## config.mk

```make
export PLATFORM = sky130hd
export DESIGN_NAME = reg_access_arbiter
export DESIGN_NICKNAME = d
export VERILOG_FILES = /design/src/rtl/reg_access_pkg.sv /design/src/rtl/rr_pick.sv /design/src/rtl/reg_access_arbiter.sv
export SDC_FILE = /design/constraint.sdc
export NUM_CORES = 1
export LEC_CHECK = 0
export ABC_CLOCK_PERIOD_IN_PS = 1400
export BUFFER_PORTS_ARGS = -buffer_cell sky130_fd_sc_hd__buf_2
export CORE_ASPECT_RATIO = 1.4
export CORE_UTILIZATION = 48
export DETAILED_ROUTE_END_ITERATION = 8
export PLACE_DENSITY = 0.76
export SLEW_MARGIN = 30
export SYNTH_ARGS = -nofsm -noshare
export SYNTH_HDL_FRONTEND = slang
export SYNTH_SLANG_ARGS = --single-unit
export TNS_END_PERCENT = 50
```

## constraint.sdc

```tcl
create_clock -name CLK -period 1.4 [get_ports CLK]
set_input_delay 0.07 -clock CLK [delete_from_list [all_inputs] [get_ports CLK]]
set_output_delay 0.07 -clock CLK [all_outputs]
set_load 0.05 [all_outputs]
```

## src/rtl/reg_access_pkg.sv

```systemverilog
// Shared types and register-block geometry for the register-access arbiter.
package reg_access_pkg;

  localparam int unsigned REG_AW = 3;
  localparam int unsigned REG_DW = 2;

  typedef enum logic [1:0] {
    S_IDLE,
    S_ISSUE,
    S_WAIT,
    S_RESP
  } arb_state_e;

endpackage

```

## src/rtl/rr_pick.sv

```systemverilog
// Combinational round-robin picker: first set request at or above ptr, with wrap.
module rr_pick #(
  parameter  int unsigned NREQ = 2,
  localparam int unsigned PW   = (NREQ > 1) ? $clog2(NREQ) : 1
) (
  input  logic [NREQ-1:0] req,
  input  logic [PW-1:0]   ptr,
  output logic [NREQ-1:0] grant,
  output logic [PW-1:0]   index,
  output logic            any
);

  always_comb begin
    int unsigned j;
    j     = 0;
    grant = '0;
    index = '0;
    any   = 1'b0;
    for (int unsigned k = 0; k < NREQ; k++) begin
      j = (32'(ptr) + k) % NREQ;
      if (!any && req[PW'(j)]) begin
        any   = 1'b1;
        index = PW'(j);
      end
    end
    if (any) grant = NREQ'(1) << index;
  end

endmodule

```

## src/rtl/reg_access_arbiter.sv

```systemverilog
// Round-robin arbiter sharing the register-block access port between NREQ requesters.
// One transaction at a time: IDLE -> ISSUE (strobe) -> [WAIT] -> RESP (ack).
module reg_access_arbiter
  import reg_access_pkg::*;
#(
  parameter int unsigned NREQ   = 2,
  parameter int unsigned AW     = REG_AW,
  parameter int unsigned DW     = REG_DW,
  parameter int unsigned RD_LAT = 0
) (
  input  logic               CLK,
  input  logic               RST_N,
  input  logic [NREQ-1:0]    REQ,
  input  logic [NREQ-1:0]    REQ_WE,
  input  logic [NREQ*AW-1:0] REQ_ADDR,
  input  logic [NREQ*DW-1:0] REQ_WDATA,
  output logic [NREQ-1:0]    GNT,
  output logic [NREQ-1:0]    ACK,
  output logic [DW-1:0]      RSP_RDATA,
  output logic               WRITE,
  output logic               READ,
  output logic [AW-1:0]      ADDR,
  output logic [DW-1:0]      WRITE_DATA,
  input  logic [DW-1:0]      READ_DATA
);

  localparam int unsigned PW = (NREQ > 1) ? $clog2(NREQ) : 1;
  localparam int unsigned CW = 3;

  arb_state_e      state_q, state_d;
  logic [PW-1:0]   ptr_q, ptr_d;
  logic [PW-1:0]   sel_q, sel_d;
  logic            we_q, we_d;
  logic [CW-1:0]   cnt_q, cnt_d;
  logic [NREQ-1:0] gnt_d, ack_d;
  logic            write_d, read_d;
  logic [AW-1:0]   addr_d;
  logic [DW-1:0]   wdata_d, rdata_d;

  logic [NREQ-1:0] pick_grant;
  logic [PW-1:0]   pick_idx;
  logic            pick_any;
  logic [NREQ-1:0] sel_oh;
  logic [PW-1:0]   ptr_nxt;

  rr_pick #(.NREQ(NREQ)) u_pick (
    .req   (REQ),
    .ptr   (ptr_q),
    .grant (pick_grant),
    .index (pick_idx),
    .any   (pick_any)
  );

  assign sel_oh  = NREQ'(1) << sel_q;
  assign ptr_nxt = (sel_q == PW'(NREQ - 1)) ? '0 : sel_q + PW'(1);

  // Next state and next values of every registered output.
  always_comb begin
    state_d = state_q;
    ptr_d   = ptr_q;
    sel_d   = sel_q;
    we_d    = we_q;
    cnt_d   = cnt_q;
    gnt_d   = '0;
    ack_d   = '0;
    write_d = 1'b0;
    read_d  = 1'b0;
    addr_d  = ADDR;
    wdata_d = WRITE_DATA;
    rdata_d = '0;
    case (state_q)
      S_IDLE: begin
        if (pick_any) begin
          sel_d   = pick_idx;
          we_d    = REQ_WE[pick_idx];
          addr_d  = REQ_ADDR[pick_idx*AW +: AW];
          wdata_d = REQ_WDATA[pick_idx*DW +: DW];
          gnt_d   = pick_grant;
          write_d = REQ_WE[pick_idx];
          read_d  = !REQ_WE[pick_idx];
          state_d = S_ISSUE;
        end
      end
      S_ISSUE: begin
        if (we_q) begin
          ack_d   = sel_oh;
          state_d = S_RESP;
        end else if (RD_LAT == 0) begin
          rdata_d = READ_DATA;
          ack_d   = sel_oh;
          state_d = S_RESP;
        end else begin
          cnt_d   = CW'(RD_LAT);
          state_d = S_WAIT;
        end
      end
      S_WAIT: begin
        cnt_d = cnt_q - CW'(1);
        if (cnt_q == CW'(1)) begin
          rdata_d = READ_DATA;
          ack_d   = sel_oh;
          state_d = S_RESP;
        end
      end
      S_RESP: begin
        ptr_d   = ptr_nxt;
        state_d = S_IDLE;
      end
      default: state_d = S_IDLE;
    endcase
  end

  always_ff @(posedge CLK) begin
    if (!RST_N) begin
      state_q    <= S_IDLE;
      ptr_q      <= '0;
      sel_q      <= '0;
      we_q       <= 1'b0;
      cnt_q      <= '0;
      GNT        <= '0;
      ACK        <= '0;
      WRITE      <= 1'b0;
      READ       <= 1'b0;
      ADDR       <= '0;
      WRITE_DATA <= '0;
      RSP_RDATA  <= '0;
    end else begin
      state_q    <= state_d;
      ptr_q      <= ptr_d;
      sel_q      <= sel_d;
      we_q       <= we_d;
      cnt_q      <= cnt_d;
      GNT        <= gnt_d;
      ACK        <= ack_d;
      WRITE      <= write_d;
      READ       <= read_d;
      ADDR       <= addr_d;
      WRITE_DATA <= wdata_d;
      RSP_RDATA  <= rdata_d;
    end
  end

endmodule

```

==> results of run 1 <==
-- stage by stage --
| stage | setup slack (ps) | cells | area, µm² | hold WS (ps) | utilization, % |
|---|---|---|---|---|---|
| 5_1_grt | 2.17 | 154 | 1180 | 33.0 | 64.5 |
| 6_report | 118 | 154 | 1180 | 22.7 | 64.5 |
| 4_1_cts | 72.6 | 150 | 1140 | 13.0 | 62.7 |
| 3_5_place_dp | 39.0 | 144 | 1090 | 277 | 59.7 |
| 3_3_place_gp | 107 | 144 | 1090 | 273 | 59.7 |
| 2_1_floorplan | 221 | 98 | 952 | 181 | - |
-- power groups by stage --
stage / Clock (mW) / Combinational (mW) / Sequential, mW
2_1_floorplan: 0 / 0.511 / 1.10
3_3_place_gp: 0 / 0.900 / 0.842
3_5_place_dp: 0 / 0.916 / 0.848
4_1_cts: 0.304 / 0.947 / 0.836
5_1_grt: 0.320 / 1.10 / 0.856
6_report: 0.293 / 1.01 / 0.835
-- final cells by class --
cell class	count	area, µm²	area share, %
multi-input cells	67	480	40.9
repair buffers	36	200	17.0
inverters	6	22.5	1.91
flip-flops and latches	21	420	35.7
clock buffers	3	22.5	1.91
well taps	20	25.0	2.13
clock inverters	1	5.00	0.426
-- what timing repair did --
| action | CTS | global route |
|---|---|---|
| setup buffers | 0 | 4 |
| cloned | 0 | 0 |
| setup endpoints to repair | 1 | 1 |
| endpoints found under the hold margin | 2 | 0 |
| hold buffers | 2 | 0 |
| gates resized for setup | 1 | 1 |
-- critical path: stages (launching register included) --
cell and delay, ps:
dfxtp_1 400, inv_1 80, ha_1 290, a22oi_2 240
mux2i_1 200
-- cell families (layout without fill, tap and decap cells) --
kind of cell	count (synthesis)	in the layout	share of synthesized area [%]
simple gates	31	31	19.6
fa+ha+maj	6	6	7.88
compound gates	25	25	17.1
mux	3	3	3.15
xor+xnor	2	2	1.84
flops	21	21	44.2
buf+inv	10	46	6.31
-- per-layer routing --
layer / routed length [µm] / part of all wire, %
met1: 756 / 42
met2: 926 / 51
met3: 92 / 5.1
met4: 32 / 1.8
met5: 0 / 0
-- state kept, by name (all words and copies together), names as in the netlist --
| name | cells |
|---|---|
| RSP_RDATA | 2 |
| sel_q | 1 |
| READ | 1 |
| GNT | 2 |
| state_q | 2 |
| ptr_q | 1 |
| WRITE_DATA | 2 |
| ACK | 2 |
| ADDR | 3 |
| we_q | 1 |
| WRITE | 1 |
| cnt_q | 3 |
-- placed cells by master (no fill, tap or decap), drive strengths merged --
cell type	count
buf	34
mux2i	3
nor3	2
a22oi	1
xnor2	1
a21oi	3
a21boi	1
nand3	7
clkinv	1
and2b	1
a31oi	6
o211a	1
nand3b	1
ha	6
clkbuf	3
dfxtp	21
nand2b	5
nor2	1
nand2	6
o21ai	12
inv	6
and2	5
dlygate4sd3	2
xor2	1
o21a	1
nor3b	1
nor2b	1
and3b	1
-- final timing paths --
kind	start	endpoint	slack, ps	cells past startpoint
setup reg to reg	state_q[0]$_SDFFE_PN0P_	state_q[1]$_SDFFE_PN0P_	120	4
hold reg to reg	cnt_q[1]$_SDFFE_PN0N_	cnt_q[1]$_SDFFE_PN0N_	490	1
hold / removal	REQ_ADDR[1]	ADDR[1]$_SDFFE_PN0P_	20	3
setup / recovery	state_q[0]$_SDFFE_PN0P_	state_q[1]$_SDFFE_PN0P_	120	4
==> results.txt, run 1 <==
RSZ-0062 raised after global routing - false
all-layer global routing usage - 18.8%
clock sinks - 21
grt met3 use - 2.44%
Iteration-0 DRC Markers - 7
core area - 0.00182 mm²
fmax - 780 MHz
Pins Over Slew Limit - 0
Syn. warnings - 0
final WL - 1810 µm
Max clock buf depth - 2
later-pin clock latency in the skew report - 310 ps
EDFF count, synth - 0
IO Count - 31
# setup viols final - 0
max-cap violation count - 0
synth cell count leaders - 21 x dfxtp_1, 7 x nand3_1, 6 x a31oi_1, 6 x ha_1, 6 x nand2_1
Mapped Area - 952 µm²
period utilization - 91.6%
P_int - 1.25 mW
Worst Setup End Kind - register
Root Driver - clkbuf_4
asr flop ratio synth - 0%
layout cells sized above 1 - 35.8%
H-tree depth - 1
Layout fillers - 163
Fin. Hold Viols - 0
Die Wd - 39.6 µm
Synth top area share - 44.2%
synthesis-to-finish area growth - 23.5%
detailed placer's ending HPWL - 1310 µm
sequential share of power - 39.0%
power per cell area - 1820 mW/mm²
clock buffer count from CTS - 3
Initial Util - 52.2%
top-count cell post-synth - dfxtp_1
final net count - 159
Psw - 0.891 mW
first-pass GRT wire length - 2770 µm
Die H - 54.7 µm
total grt overflow - 0
VDD IR max - 1120 µV
CTS tree - done
slew margin rel. - 77.6%
top cells by area, synth - dfxtp_1 44%, ha_1 7.9%, a31oi_1 3.9%
vias post-DR - 801
power after layout - 2.14 mW
status - completed
Via density - 5.20
sequential area share after synthesis - 44.2%
initial antenna violation count - 0
Post-synth top flop - dfxtp_1
Critical Setup Path Class - reg -> reg
die area - 0.00217 mm²
Post-Synthesis Cells - 98
Hold Crit Class - in -> reg
routability cong. - 0.755
Static Leak - 0.561 nW
skew final - 2.69 ps
met1 Use GR - 20.9%
CP max FO - 6
GRT busiest layer - met2
Final min period - 1280 ps
synth unique cells - 29
# diodes - 0
clock power share - 13.7%
drt wl/cell - 11.7 µm
Buffers on Ports - 30
CP Launch Type - register
Avg Cell Area, Syn - 9.72 µm²
sw frac - 41.6%
std cell rows - 18
antenna viol nets, final - 0
cell taking the most area after synthesis - dfxtp_1
Tightest Pin Transition - 336 ps
worst endpoint required time - 1640 ps
pin count of the biggest net entering global routing - 17
vias in the first global route - 690
Setup TNS - 0 ps
worst endpoint data arrival time - 1530 ps
combinational share of power - 47.3%
GRT met2 Usage - 33.3%
Pre-antenna DRT Iters - 4
Yosys reg bits - 21
Clk pin slew, worst setup/hold paths - 120 ps
post-synthesis net count - 122
drt drc - 0
No activity file was read; power rests on OpenSTA's default activity.
==> run 2: changes to the inputs <==
--- a/config.mk
+++ b/config.mk
@@ -6,11 +6,11 @@
 export NUM_CORES = 1
 export LEC_CHECK = 0
 export ABC_CLOCK_PERIOD_IN_PS = 1400
-export BUFFER_PORTS_ARGS = -buffer_cell sky130_fd_sc_hd__buf_2
-export CORE_ASPECT_RATIO = 1.4
-export CORE_UTILIZATION = 48
+export CORE_UTILIZATION = 59
+export CTS_CLUSTER_DIAMETER = 50
 export DETAILED_ROUTE_END_ITERATION = 8
-export PLACE_DENSITY = 0.76
+export DONT_BUFFER_PORTS = 1
+export PLACE_DENSITY = 0.75
 export SLEW_MARGIN = 30
 export SYNTH_ARGS = -nofsm -noshare
 export SYNTH_HDL_FRONTEND = slang
==> run 2 against run 1 <==
  * Critical path type unchanged
  * Clock power down 2%
  * Worst setup slack worse by 54 ps
  * Largest power group is now sequential cells
  * Non-clock buffer count down 11
  * Wire length up 18%
  * First-iteration DRC count up 140%
  * Die area down 18%
  * Critical endpoint is now READ$_SDFF_PN0_
  * Sequential share of layout area down 0.53 points
==> results.txt, run 2 (synthesis results as in run 1) <==
max-cap violation count - 0 (unchanged)
FF-to-FF path depth - 5 (+1)
IO Count - 31 (unchanged)
Top Registers - ADDR x3, cnt_q x3
Initial Util - 63.2% (+11 points)
most common cell after layout, fill and taps aside - dfxtp_1
routability cong. - 0.676 (-11%)
Root Driver - clkbuf_4
final net count - 148 (-6.9%)
all-layer global routing usage - 26.0% (+7.1 points)
layout cells sized above 1 - 18.7% (-17 points)
pin count of the biggest net entering global routing - 17 (unchanged)
reg2reg end - READ$_SDFF_PN0_
WHS Path Cells - 2 (-1)
Max clock buf depth - 2 (unchanged)
slew margin rel. - 63.6% (-14 points)
vias in the first global route - 816 (+18%)
vias post-DR - 795 (-0.75%)
detailed placer's ending HPWL - 1180 µm (-10%)
die area - 0.00178 mm² (-18%)
fmax - 749 MHz (-4.0%)
Cells after DPL - 116 (-19%)
Pre-antenna DRT Iters - 5 (+1)
worst endpoint required time - 1650 ps (about the same)
worst reg2reg path startpoint - state_q[1]$_SDFFE_PN0P_
Worst Setup End Kind - register
P_int - 1.26 mW (+0.41%)
Critical Setup Path Class - reg -> reg
RSZ-0062 raised after global routing - true
period utilization - 95.4% (+3.8 points)
HP Start - REQ[0]
# setup viols final - 0 (unchanged)
Die H - 42.2 µm (-23%)
Clk pin slew, worst setup/hold paths - 120 ps (about the same)
combinational share of power - 42.7% (-4.6 points)
Min Hold Slack - 18.4 ps (-4.27 ps)
H-tree depth - 1 (unchanged)
final instance area - 0.00120 mm² (+1.8%)
Die Wd - 42.2 µm (+6.4%)
R2R Setup Slk - 60 ps (-50 ps)
drt wl/cell - 15.3 µm (+30%)
commonest non-fill, non-tap cells in the layout - 20 x dfxtp_1, 16 x dlygate4sd3_1, 9 x buf_4
VDD IR max - 1130 µV (+0.41%)
Fin. Hold Viols - 0 (unchanged)
Psw - 0.906 mW (+1.6%)
worst endpoint data arrival time - 1580 ps (+50 ps)
skew final - 1.48 ps (-1.21 ps)
clock power share - 13.3% (-0.4 points)
sequential share of power - 44.0% (+5.0 points)
first-pass GRT wire length - 3530 µm (+27%)
final WL - 2130 µm (+18%)
power after layout - 2.16 mW (+0.92%)
Tightest Pin Transition - 544 ps (+207 ps)
Final min period - 1340 ps (+53.5 ps)
clock sinks - 21 (unchanged)
CTS tree - done
Hold Crit Class - in -> reg
# diodes - 0 (unchanged)
status - completed
synthesis-to-finish area growth - 25.8%
sw frac - 41.9% (+0.30 points)
power per cell area - 1800 mW/mm² (-0.87%)
antenna viol nets, final - 0 (unchanged)
clock buffer count from CTS - 3 (unchanged)
core area - 0.00151 mm² (-17%)
Worst Hold Path EP - GNT[0]$_SDFF_PN0_
Iteration-0 DRC Markers - 17 (+10)
Post-Layout Cell Count - 139 (-9.7%)
Buffers on Ports - 0 (-100%)
total grt overflow - 0 (unchanged)
dpl cell area - 980 µm² (-10%)
CP Launch Type - register
later-pin clock latency in the skew report - 300 ps (about the same)
CP max FO - 12 (+6)
Via density - 5.72 (+10%)
initial antenna violation count - 0 (unchanged)
drt drc - 0 (unchanged)
std cell rows - 14 (-4)
Pins Over Slew Limit - 0 (unchanged)
Static Leak - 0.512 nW (-8.8%)
run 2: cell count changes in the layout (fill, tap and decap cells not counted):
cell | previous run | this run
o21ai_0 | 4 | 3
o21ai_1 | 5 | 6
ha_1 | 5 | 6
ha_2 | 1 | 0
dfxtp_1 | 21 | 20
dlygate4sd3_1 | 2 | 16
buf_4 | 4 | 9
dfxtp_2 | 0 | 1
buf_2 | 30 | 0
run 2: per-stage QoR:
step	TNS [ps]	worst slack (ps)	utilization, %
3_5_place_dp	0	17.7	65.0
2_1_floorplan	0	221	-
6_report	0	64.0	79.5
5_1_grt	-56.9	-29.1	79.5
4_1_cts	0	49.9	77.9
3_3_place_gp	0	98.9	65.0
run 2: worst max path at each step:
| stage | end | slack (ps) | start | cells after the start |
|---|---|---|---|---|
| after detailed placement | READ$_SDFF_PN0_ | 20 | state_q[0]$_SDFFE_PN0P_ | 5 |
| final | READ$_SDFF_PN0_ | 60 | state_q[1]$_SDFFE_PN0P_ | 5 |
| after CTS | READ$_SDFF_PN0_ | 50 | state_q[0]$_SDFFE_PN0P_ | 5 |
| after global routing | WRITE_DATA[1]$_SDFFE_PN0P_ | -30 | state_q[1]$_SDFFE_PN0P_ | 6 |
| after floorplan | ADDR[1]$_SDFFE_PN0P_ | 220 | state_q[0]$_SDFFE_PN0P_ | 6 |
| after global placement | READ$_SDFF_PN0_ | 100 | state_q[0]$_SDFFE_PN0P_ | 5 |
run 2: final cells by class:
type | count | area, µm²
multi-input combinational | 67 | 478
tap | 16 | 20.0
fill | 93 | 309
inverter | 6 | 22.5
clock inverter | 1 | 5.00
sequential | 21 | 422
clock buffer | 3 | 22.5
timing repair buffer | 25 | 228
run 2: power by group through the flow:
| stage | sequential (mW) | combinational (mW) | clock [mW] |
|---|---|---|---|
| after CTS | 0.944 | 0.847 | 0.292 |
| after floorplan | 1.10 | 0.511 | 0 |
| after global placement | 0.953 | 0.760 | 0 |
| after detailed placement | 0.959 | 0.787 | 0 |
| after global routing | 0.972 | 1.00 | 0.318 |
| final | 0.952 | 0.923 | 0.287 |
run 2: worst max-delay path, stage by stage, from the launching register on:
cell and delay (ps):
dfxtp_1 360, inv_1 90, ha_1 240, o21a_4 230, nand2_1 120, and3b_1 250
run 2: routing by layer:
layer | track usage (%) | wire length [µm] | vias to the layer above
li1 | - | - | 391
met1 | 33.6 | 960 | 377
met2 | 43.4 | 1060 | 25
met3 | 3.45 | 93 | 2
met4 | 10.6 | 10 | 0
met5 | 0 | 0 | -
run 2: timing repair:
item,in CTS,in global routing
endpoints found under the hold margin,20,0
gates cloned,0,0
endpoints found under the setup margin,1,12
gates resized for setup,1,2
hold buffers,16,0
setup buffers,0,3
